## src/rtl/score_bcd_display_if.sv

```systemverilog
// Bus between the score counter (master) and the BCD 7-segment display (slave).
// Signal names keep the board-level port names of the display block.
interface score_bcd_display_if #(
    parameter int BIN_W  = 7,
    parameter int DIGITS = 2
);
    logic [BIN_W-1:0]    i_Value;
    logic [7*DIGITS-1:0] o_Segments;
    logic                o_Overflow;
    logic                o_Busy;
    logic                o_Update;

    modport master (
        output i_Value,
        input  o_Segments, o_Overflow, o_Busy, o_Update
    );

    modport slave (
        input  i_Value,
        output o_Segments, o_Overflow, o_Busy, o_Update
    );
endinterface

```

## src/rtl/score_bcd_display.sv

```systemverilog
// Binary score -> DIGITS 7-segment digits through a sequential double-dabble
// engine; reconverts only on a value change, saturates at all nines.
module score_bcd_display #(
    parameter int BIN_W      = 7,
    parameter int DIGITS     = 2,
    parameter int ACTIVE_LOW = 1,
    parameter int BLANK_LZ   = 1
) (
    input logic                i_Clk,
    input logic                i_Rst_L,
    score_bcd_display_if.slave bus
);
    localparam int BCD_W = 4 * DIGITS;
    localparam int SEG_W = 7 * DIGITS;
    localparam int DEC_W = $clog2(10 ** DIGITS);
    localparam int CMP_W = (BIN_W > DEC_W) ? BIN_W : DEC_W;
    localparam int CNT_W = (BIN_W > 1) ? $clog2(BIN_W) : 1;

    localparam logic [CMP_W-1:0] MAX_VAL  = CMP_W'(10 ** DIGITS - 1);
    localparam logic [CNT_W-1:0] LAST_CNT = CNT_W'(BIN_W - 1);
    localparam logic [SEG_W-1:0] SEG_OFF  = (ACTIVE_LOW != 0) ? {SEG_W{1'b1}} : {SEG_W{1'b0}};

    localparam logic [1:0] ST_IDLE   = 2'd0;
    localparam logic [1:0] ST_SHIFT  = 2'd1;
    localparam logic [1:0] ST_ENCODE = 2'd2;

    logic [1:0]       state_q, state_d;
    logic             pending_q, pending_d;
    logic [BIN_W-1:0] last_q, last_d;
    logic [BIN_W-1:0] bin_q, bin_d;
    logic [BCD_W-1:0] bcd_q, bcd_d;
    logic [CNT_W-1:0] cnt_q, cnt_d;
    logic             ovf_pend_q, ovf_pend_d;
    logic [SEG_W-1:0] seg_q, seg_d;
    logic             ovf_q, ovf_d;
    logic             busy_q, busy_d;
    logic             upd_q, upd_d;

    logic [CMP_W-1:0] value_wide;
    logic [BCD_W-1:0] bcd_adj;
    logic [SEG_W-1:0] seg_enc;
    logic             lead_zero;
    logic [6:0]       pat;

    function automatic logic [6:0] seg_of(input logic [3:0] nib);
        case (nib)
            4'd0:    seg_of = 7'h7E;
            4'd1:    seg_of = 7'h30;
            4'd2:    seg_of = 7'h6D;
            4'd3:    seg_of = 7'h79;
            4'd4:    seg_of = 7'h33;
            4'd5:    seg_of = 7'h5B;
            4'd6:    seg_of = 7'h5F;
            4'd7:    seg_of = 7'h70;
            4'd8:    seg_of = 7'h7F;
            4'd9:    seg_of = 7'h7B;
            default: seg_of = 7'h00;
        endcase
    endfunction

    assign value_wide = CMP_W'(bus.i_Value);

    // Add-3 correction applied to every nibble before the shift.
    always_comb begin
        // NOTE: every always_comb output gets a default first so no latch is inferred.
        bcd_adj = bcd_q;
        for (int d = 0; d < DIGITS; d++) begin
            if (bcd_q[4*d +: 4] >= 4'd5) bcd_adj[4*d +: 4] = bcd_q[4*d +: 4] + 4'd3;
        end
    end

    // Scan from the most significant digit; the units digit is never blanked.
    always_comb begin
        seg_enc   = '0;
        lead_zero = 1'b1;
        pat       = 7'h00;
        for (int d = DIGITS - 1; d >= 0; d--) begin
            lead_zero = lead_zero & (bcd_q[4*d +: 4] == 4'd0);
            pat       = seg_of(bcd_q[4*d +: 4]);
            if (BLANK_LZ != 0 && d != 0 && lead_zero) pat = 7'h00;
            seg_enc[7*d +: 7] = (ACTIVE_LOW != 0) ? ~pat : pat;
        end
    end

    always_comb begin
        state_d    = state_q;
        pending_d  = pending_q;
        last_d     = last_q;
        bin_d      = bin_q;
        bcd_d      = bcd_q;
        cnt_d      = cnt_q;
        ovf_pend_d = ovf_pend_q;
        seg_d      = seg_q;
        ovf_d      = ovf_q;
        busy_d     = busy_q;
        upd_d      = 1'b0;
        case (state_q)
            ST_IDLE: begin
                // last_q holds the raw input so a saturated value is not reconverted.
                if (pending_q || bus.i_Value != last_q) begin
                    last_d = bus.i_Value;
                    if (value_wide > MAX_VAL) begin
                        bin_d      = BIN_W'(MAX_VAL);
                        ovf_pend_d = 1'b1;
                    end else begin
                        bin_d      = bus.i_Value;
                        ovf_pend_d = 1'b0;
                    end
                    bcd_d     = '0;
                    pending_d = 1'b0;
                    cnt_d     = '0;
                    busy_d    = 1'b1;
                    state_d   = ST_SHIFT;
                end
            end
            ST_SHIFT: begin
                {bcd_d, bin_d} = {bcd_adj[BCD_W-2:0], bin_q, 1'b0};
                cnt_d          = cnt_q + 1'b1;
                if (cnt_q == LAST_CNT) state_d = ST_ENCODE;
            end
            ST_ENCODE: begin
                seg_d   = seg_enc;
                ovf_d   = ovf_pend_q;
                upd_d   = 1'b1;
                busy_d  = 1'b0;
                state_d = ST_IDLE;
            end
            default: state_d = ST_IDLE;
        endcase
    end

    always_ff @(posedge i_Clk or negedge i_Rst_L) begin
        if (!i_Rst_L) begin
            state_q    <= ST_IDLE;
            pending_q  <= 1'b1;
            last_q     <= '0;
            bin_q      <= '0;
            bcd_q      <= '0;
            cnt_q      <= '0;
            ovf_pend_q <= 1'b0;
            seg_q      <= SEG_OFF;
            ovf_q      <= 1'b0;
            busy_q     <= 1'b0;
            upd_q      <= 1'b0;
        end else begin
            // NOTE: sequential state is written with <= only, so every register samples pre-edge values.
            state_q    <= state_d;
            pending_q  <= pending_d;
            last_q     <= last_d;
            bin_q      <= bin_d;
            bcd_q      <= bcd_d;
            cnt_q      <= cnt_d;
            ovf_pend_q <= ovf_pend_d;
            seg_q      <= seg_d;
            ovf_q      <= ovf_d;
            busy_q     <= busy_d;
            upd_q      <= upd_d;
        end
    end

    assign bus.o_Segments = seg_q;
    assign bus.o_Overflow = ovf_q;
    assign bus.o_Busy     = busy_q;
    assign bus.o_Update   = upd_q;
endmodule

```

## src/flat_wrapper.sv

```systemverilog
// flat-port wrapper written by rule: the top's interface ports become plain ports
module score_bcd_display_flat 
#(
    parameter int BIN_W      = 7,
    parameter int DIGITS     = 2,
    parameter int ACTIVE_LOW = 1,
    parameter int BLANK_LZ   = 1
)
  (i_Clk, i_Rst_L, bus_i_Value, bus_o_Segments, bus_o_Overflow, bus_o_Busy, bus_o_Update);
  score_bcd_display_if #(.BIN_W(BIN_W), .DIGITS(DIGITS)) bus_i ();
  input logic i_Clk;
  input logic i_Rst_L;
  input wire logic [$bits(bus_i.i_Value)-1:0] bus_i_Value;
  output wire logic [$bits(bus_i.o_Segments)-1:0] bus_o_Segments;
  output wire logic [$bits(bus_i.o_Overflow)-1:0] bus_o_Overflow;
  output wire logic [$bits(bus_i.o_Busy)-1:0] bus_o_Busy;
  output wire logic [$bits(bus_i.o_Update)-1:0] bus_o_Update;
  assign bus_i.i_Value = bus_i_Value;
  assign bus_o_Segments = bus_i.o_Segments;
  assign bus_o_Overflow = bus_i.o_Overflow;
  assign bus_o_Busy = bus_i.o_Busy;
  assign bus_o_Update = bus_i.o_Update;
  score_bcd_display #(.BIN_W(BIN_W), .DIGITS(DIGITS), .ACTIVE_LOW(ACTIVE_LOW), .BLANK_LZ(BLANK_LZ)) u_core (.i_Clk(i_Clk), .i_Rst_L(i_Rst_L), .bus(bus_i));
endmodule
```

## config.mk

```make
export PLATFORM = sky130hd
export DESIGN_NAME = score_bcd_display_flat
export DESIGN_NICKNAME = d
export VERILOG_FILES = /design/src/rtl/score_bcd_display_if.sv /design/src/rtl/score_bcd_display.sv /design/src/flat_wrapper.sv
export SDC_FILE = /design/constraint.sdc
export NUM_CORES = 1
export LEC_CHECK = 0
export BUFFER_PORTS_ARGS = -buffer_cell sky130_fd_sc_hd__buf_2
export CORE_ASPECT_RATIO = 1.4
export CORE_MARGIN = 2
export CORE_UTILIZATION = 24
export DETAILED_ROUTE_END_ITERATION = 10
export GPL_TIMING_DRIVEN = 0
export HOLD_SLACK_MARGIN = 0.06
export PLACE_DENSITY_LB_ADDON = 0.15
export SYNTH_ARGS = -nofsm -noshare
export SYNTH_HDL_FRONTEND = slang
export SYNTH_SLANG_ARGS = --single-unit
```

## constraint.sdc

```tcl
create_clock -name i_Clk -period 5.3 [get_ports i_Clk]
set_input_delay 0.795 -clock i_Clk [delete_from_list [all_inputs] [get_ports i_Clk]]
set_output_delay 0.795 -clock i_Clk [all_outputs]
set_load 0.01 [all_outputs]
```

==> out/results.ini, run 1 <==
[yosys]
synth_common_cells=31 x dfrtp_1, 26 x nand2_1, 16 x o21ai_0
synth_top_family_by_area=compound AO/OA/AOI/OAI gates
synth.area.top_cells=dfrtp_1 34%, dfstp_2 17%, ha_1 7.0%
synth-edff-count=0
ys_ff_latch=46
ys_warn_count=0
synth.top_cell.area_share_pct=33.5
synthAdderAreaFrac_pct=7.03
yosysSeqAreaShare_pct=50.6
synth_xor_area_share_pct=3.03
synth_area_per_cell_um2=10.3
syn-instance-count=225
synth_area_mm2=0.00231
ys_async_sr_fraction_pct=100
synthMuxAreaShare_pct=2.92
synth-compound-area-share_pct=18.6
yosysMostFrequentCell=dfrtp_1
synth-simple-area-share_pct=12.8
synth_cell_types=41
yosysTopAreaCell=dfrtp_1
synth_flop_cell=dfrtp_1
synth_nets=247

[detailed_routing]
ant_nets=0
detail_route.drc_violations=0
vias=1677
finalWirelength_um=5120
dr.pass1.iters=4
viasPerCell=4.56
wl_per_cell_um=13.9
drt_iter0_markers=69

[place]
io_buffers=25
hpwl_um=3660
finalWeightedCongestion=0.775

[power]
p_total_w=0.00170
p_per_area_mw_per_mm2=623
p_comb_share_pct=43.0
netSwitchingPower_w=0.000635
peakVddDrop_mv=0.173
p_leak_nw=1.25
pwr-share-seq_pct=38.0
pwr-share-clk_pct=19.0
switching_share_pct=37.4
power.internal_w=0.00106

[setup_path]
required_ns=5.48
crit_fanout=10
critPathSlowestCell=o41ai_2
max_stage_delay_ns=0.42
path_class=in2reg
worstPathArrival_ns=2.35
crit_chain=buf_2 > a221o_1 > o41ai_2 > buf_2 > mux2_2
end_kind=flip-flop
cp_common_cell=buf_2
critPathLaunchType=input port

[cts]
htreeDepth=2
clock_sinks=46
root_buffer=clkbuf_16
cts_tree=done
post_cts_resized=0
insertion_delay_ns=0.29
cts_buffers=5
cts_setup_buffers=0
ctsHoldBuffers=0
clk_pin_slew_worst_paths_ns=0.06
cts_buffer_depth=2

[timing]
post-route-period-util_pct=41.0
hold_viol_final=0
rsz0062_at_grt=no
tightest_slew_ns=1.04
finalMaxSlewViolations=0
fmax_mhz=460
tns_ns=0
maxSlewHeadroom_pct=30.4
fin_worst_skew_ns=0.00559
fin_crit_ns=2.17
setup_violations=0

[cells_and_area]
regArea_mm2=0.00117
drive_above_1_share_pct=22.9
syn_to_final_growth_pct=17.7
multiInputGateArea_mm2=0.00102
fillers=1001
layout.nets=279
n_antenna_cell=0

[grt]
globalRouteTotalUtil_pct=10.8
grt_first_pass_wirelength_um=8710
overflow=0
grt_pass1_vias=1776
grt_max_degree=47
grt_antenna_before_repair=0

[floorplan]
initial_core_util_pct=24.6
fp-row-count=42
die_area_mm2=0.0105
die_w_um=87.0
die_h_um=120
io_pins=26
core_mm2=0.00941

[outcome]
status=completed

[run]
maxCapViolCount=0

[min_path]
min_path_type=reg2reg

state kept, by name (all words and copies together) (netlist names):
register and flops:
u_core.pending_q 1, u_core.ovf_pend_q 1, u_core.bus.o_Overflow 1, u_core.bcd_q 8, u_core.last_q 7, u_core.state_q 2, u_core.bin_q 7, u_core.bus.o_Segments 14
u_core.cnt_q 3, u_core.bus.o_Busy 1, u_core.bus.o_Update 1
layer usage:
layer / part of all wire, % / GRT usage [%] / vias up / routed length, um
met3: 3.1 / 2.59 / 7 / 161
li1: - / - / 853 / -
met1: 46 / 13.2 / 792 / 2340
met5: 0 / 0 / - / 0
met4: 1.8 / 4.10 / 0 / 93
met2: 49 / 18.0 / 25 / 2520
critical path, delay by kind of cell:
kind | cells | cell delay [ns]
compound gates | 2 | 0.76
buf+inv | 2 | 0.44
mux | 1 | 0.36
cell families (layout without fill, tap and decap cells):
family,count (synthesis),in the layout
flops,46,46
compound gates,61,61
xor+xnor,8,8
fa+ha+maj,13,13
buf+inv,28,61
simple gates,63,63
mux,6,6
cell usage in the layout, fill, tap and decap left out, types with 2 or more instances in the layout:
master,instances
clkbuf_1,10
mux2_2,6
nand2b_1,4
a21o_1,2
a221o_1,6
o2bb2ai_1,4
o31ai_1,4
nand2_1,26
and2_1,2
xnor2_1,8
a21oi_1,11
and3_1,6
dfrtp_1,31
nor2_1,13
nor3_1,4
ha_1,13
nor2b_1,3
nand3_1,2
dfstp_2,15
inv_1,15
buf_2,27
clkbuf_16,5
a211oi_1,2
a22o_1,5
o21ai_0,16
worst paths after layout:
path	cells past startpoint	start	slack [ns]	end
worst max-delay path	5	bus_i_Value[3]	3.13	u_core.last_q[4]$_DFFE_PN0P_
worst min-delay path	2	u_core.bus.o_Segments[3]$_DFFE_PN1P_	0.45	u_core.bus.o_Segments[3]$_DFFE_PN1P_
worst max register to register	5	u_core.last_q[0]$_DFFE_PN0P_	3.35	u_core.last_q[4]$_DFFE_PN0P_
worst min register to register	2	u_core.bus.o_Segments[3]$_DFFE_PN1P_	0.45	u_core.bus.o_Segments[3]$_DFFE_PN1P_
max in group asynchronous	1	i_Rst_L	3.96	u_core.bus.o_Update$_DFF_PN0_
min in group asynchronous	1	i_Rst_L	0.70	u_core.bcd_q[7]$_DFFE_PN0P_
layout make-up:
type / count / share of cell area [%]
Sequential cell: 46 / 43.0
Multi-Input combinational cell: 151 / 37.6
Clock buffer: 8 / 5.38
Tap cell: 110 / 5.06
Timing Repair Buffer: 25 / 4.60
Inverter: 16 / 2.21
Buffer: 12 / 2.16
power by group through the flow:
| stage | Combinational [W] | Sequential (W) | Clock [W] |
|---|---|---|---|
| after floorplan | 0.000528 | 0.000657 | 0 |
| after global placement | 0.000738 | 0.000649 | 0 |
| after detailed placement | 0.000745 | 0.000651 | 0 |
| after CTS | 0.000747 | 0.000646 | 0.000335 |
| after global routing | 0.000833 | 0.000671 | 0.000348 |
| final | 0.000730 | 0.000645 | 0.000322 |
through the flow:
stage / cells / utilization (%) / area, um^2 / setup WS, ns / hold WS (ns)
CTS: 368 / 28.9 / 2720 / 3.10 / 0.458
finish: 368 / 28.9 / 2720 / 3.13 / 0.452
detailed placement: 360 / 27.4 / 2580 / 2.81 / 0.448
floorplan: 225 / - / 2310 / 3.12 / 0.433
global placement: 360 / 27.4 / 2580 / 2.80 / 0.445
global route: 368 / 28.9 / 2720 / 3.01 / 0.474
No activity file was read; power rests on OpenSTA's default activity.
==> inputs of run 2 (changes only) <==
==> constraint.sdc (replaced) <==
create_clock -name i_Clk -period 1.8 [get_ports i_Clk]
set_input_delay 0.27 -clock i_Clk [delete_from_list [all_inputs] [get_ports i_Clk]]
set_output_delay 0.27 -clock i_Clk [all_outputs]
set_load 0.01 [all_outputs]
==> run 2 against run 1 <==
Final area increased by 2.3%. Final cell count stayed put. Register-to-register slack worse by 3.3 ns. Non-clock buffer count did not move. Hold slack worse by 0.28 ns. Global-route usage about the same. Worst setup slack worse by 3.1 ns. Sequential power increased to 3.0 times the previous value. First-iteration DRC count grew 10%. Wire length increased by 1.9%. Largest power group unchanged.
==> out/results.ini, run 2 (synthesis gave the netlist of run 1 again) <==
[outcome]
status=completed

[floorplan]
die_h_um=120  ; unchanged
core_mm2=0.00941  ; unchanged
io_pins=26  ; unchanged
die_w_um=87.0  ; unchanged
die_area_mm2=0.0105  ; unchanged
initial_core_util_pct=24.6  ; unchanged
fp-row-count=42  ; unchanged

[detailed_routing]
viasPerCell=4.64  ; +1.8%
wl_per_cell_um=14.2  ; +1.9%
detail_route.drc_violations=0  ; unchanged
ant_nets=0  ; unchanged
vias=1707  ; +1.8%
dr.pass1.iters=4  ; unchanged
drt_iter0_markers=76  ; +10%
finalWirelength_um=5220  ; +1.9%

[timing]
hold_viol_final=0  ; unchanged
whs_ns=0.173  ; -0.279 ns
post-route-period-util_pct=97.9
fin_crit_ns=1.76
maxSlewHeadroom_pct=30.5  ; +0.10 points
tightest_slew_ns=1.04  ; -0.00149 ns
rsz0062_at_grt=yes
fin_worst_skew_ns=0.00574  ; +0.000156 ns
setup_violations=0  ; unchanged
fmax_mhz=567
finalMaxSlewViolations=0  ; unchanged

[place]
finalWeightedCongestion=0.775  ; unchanged
hpwl_um=3660  ; unchanged
io_buffers=25  ; unchanged

[cts]
clk_pin_slew_worst_paths_ns=0.06  ; about the same
ctsHoldBuffers=0  ; unchanged
cts_buffers=5  ; unchanged
cts_tree=done
cts_buffer_depth=2  ; unchanged
cts_setup_buffers=0  ; unchanged
clock_sinks=46  ; unchanged
htreeDepth=2  ; unchanged
insertion_delay_ns=0.29  ; about the same
root_buffer=clkbuf_16

[setup_path]
worstPathArrival_ns=1.94  ; -0.41 ns
path_class=reg2reg
required_ns=1.97  ; -3.51 ns
end_kind=flip-flop
crit_fanout=10  ; unchanged
critPathLaunchType=flip-flop
r2r_setup_slack_ns=0.04  ; -3.31 ns

[cells_and_area]
syn_to_final_growth_pct=20.4
n_antenna_cell=0  ; unchanged
fillers=996  ; -0.50%
regArea_mm2=0.00117  ; +0.11%
final_cell_mix=30 x dfrtp_1, 25 x nand2_1, 25 x buf_2
final_util_pct=29.6  ; +0.68 points
largest_reg_flops=14  ; unchanged
layout.nets=279  ; unchanged
final_common_cell=dfrtp_1
multiInputGateArea_mm2=0.00107  ; +4.9%
drive_above_1_share_pct=26.0  ; +3.1 points

[power]
pwr-share-clk_pct=18.4  ; -0.6 points
peakVddDrop_mv=0.522  ; +200%
p_total_w=0.00513  ; +200%
pwr-share-seq_pct=38.0  ; about the same
p_per_area_mw_per_mm2=1840  ; +200%
p_leak_nw=1.29  ; +2.7%
power.internal_w=0.00320  ; +200%
p_comb_share_pct=43.6  ; +0.6 points
switching_share_pct=37.6  ; +0.21 points
netSwitchingPower_w=0.00193  ; +200%

[grt]
grt_antenna_before_repair=0  ; unchanged
grt_max_degree=47  ; unchanged
globalRouteTotalUtil_pct=10.7  ; -0.025 points
grt_pass1_vias=1769  ; -0.39%
grt_first_pass_wirelength_um=8690  ; -0.31%
overflow=0  ; unchanged

[run]
maxCapViolCount=0  ; unchanged

[min_path]
min_path_type=in2async

[run 2: changes by cell type in the layout (fill, tap and decap cells not counted), moves of 2 or more]
cell / change
buf_4: +2
xnor2_2: +4
xnor2_1: -4
buf_2: -2
[run 2: per-layer routing]
layer	global-route usage, %	vias to the layer above	part of all wire (%)
met5	0	-	0
met4	4.10	0	1.8
met3	2.59	9	3.0
met2	17.9	25	49
met1	13.2	820	46
li1	-	853	-
[run 2: cell type report]
| cell class | count | share of cell area, % |
|---|---|---|
| Buffer | 11 | 2.16 |
| Multi-Input combinational cell | 151 | 38.6 |
| Sequential cell | 46 | 42.0 |
| Inverter | 16 | 2.16 |
| Tap cell | 110 | 4.94 |
| Clock buffer | 8 | 5.25 |
| Timing Repair Buffer | 26 | 4.89 |
[run 2: critical path, stage by stage (launching register included)]
cell,delay [ns]
dfrtp_1,0.39
xnor2_1,0.15
nand2_1,0.13
o41ai_4,0.38
buf_4,0.24
a21oi_2,0.06
a221o_1,0.29
[run 2: worst paths after layout]
| kind | start | to | cells after the start |
|---|---|---|---|
| min in group i_Clk | bus_i_Value[0] | u_core.last_q[0]$_DFFE_PN0P_ | 2 |
| setup reg to reg | u_core.last_q[6]$_DFFE_PN0P_ | u_core.bin_q[3]$_DFFE_PN0P_ | 6 |
| max in group asynchronous | i_Rst_L | u_core.bcd_q[1]$_DFFE_PN0P_ | 1 |
| hold reg to reg | u_core.bus.o_Segments[3]$_DFFE_PN1P_ | u_core.bus.o_Segments[3]$_DFFE_PN1P_ | 2 |
| hold / removal | i_Rst_L | u_core.bcd_q[7]$_DFFE_PN0P_ | 1 |
| setup / recovery | u_core.last_q[6]$_DFFE_PN0P_ | u_core.bin_q[3]$_DFFE_PN0P_ | 6 |
[run 2: power groups by stage]
stage	clock network (W)	logic (W)	registers [W]
floorplan	0	0.00155	0.00193
global placement	0	0.00217	0.00191
detailed placement	0	0.00219	0.00192
CTS	0.000986	0.00226	0.00191
global route	0.00102	0.00254	0.00202
finish	0.000945	0.00224	0.00195
[run 2: what timing repair did]
item	CTS	global route
pin swaps	1	1
cloned	0	1
gates resized for setup	5	9
endpoints found under the setup margin	21	25
[run 2: stage by stage]
stage / worst slack, ns / TNS (ns) / cells / cell area (um^2)
detailed placement: -0.166 / -1.61 / 360 / 2580
floorplan: 0.0290 / 0 / 225 / 2310
global route: -0.0398 / -0.253 / 368 / 2790
CTS: 0.00370 / 0 / 368 / 2760
finish: 0.0372 / 0 / 368 / 2790
global placement: -0.173 / -1.74 / 360 / 2580
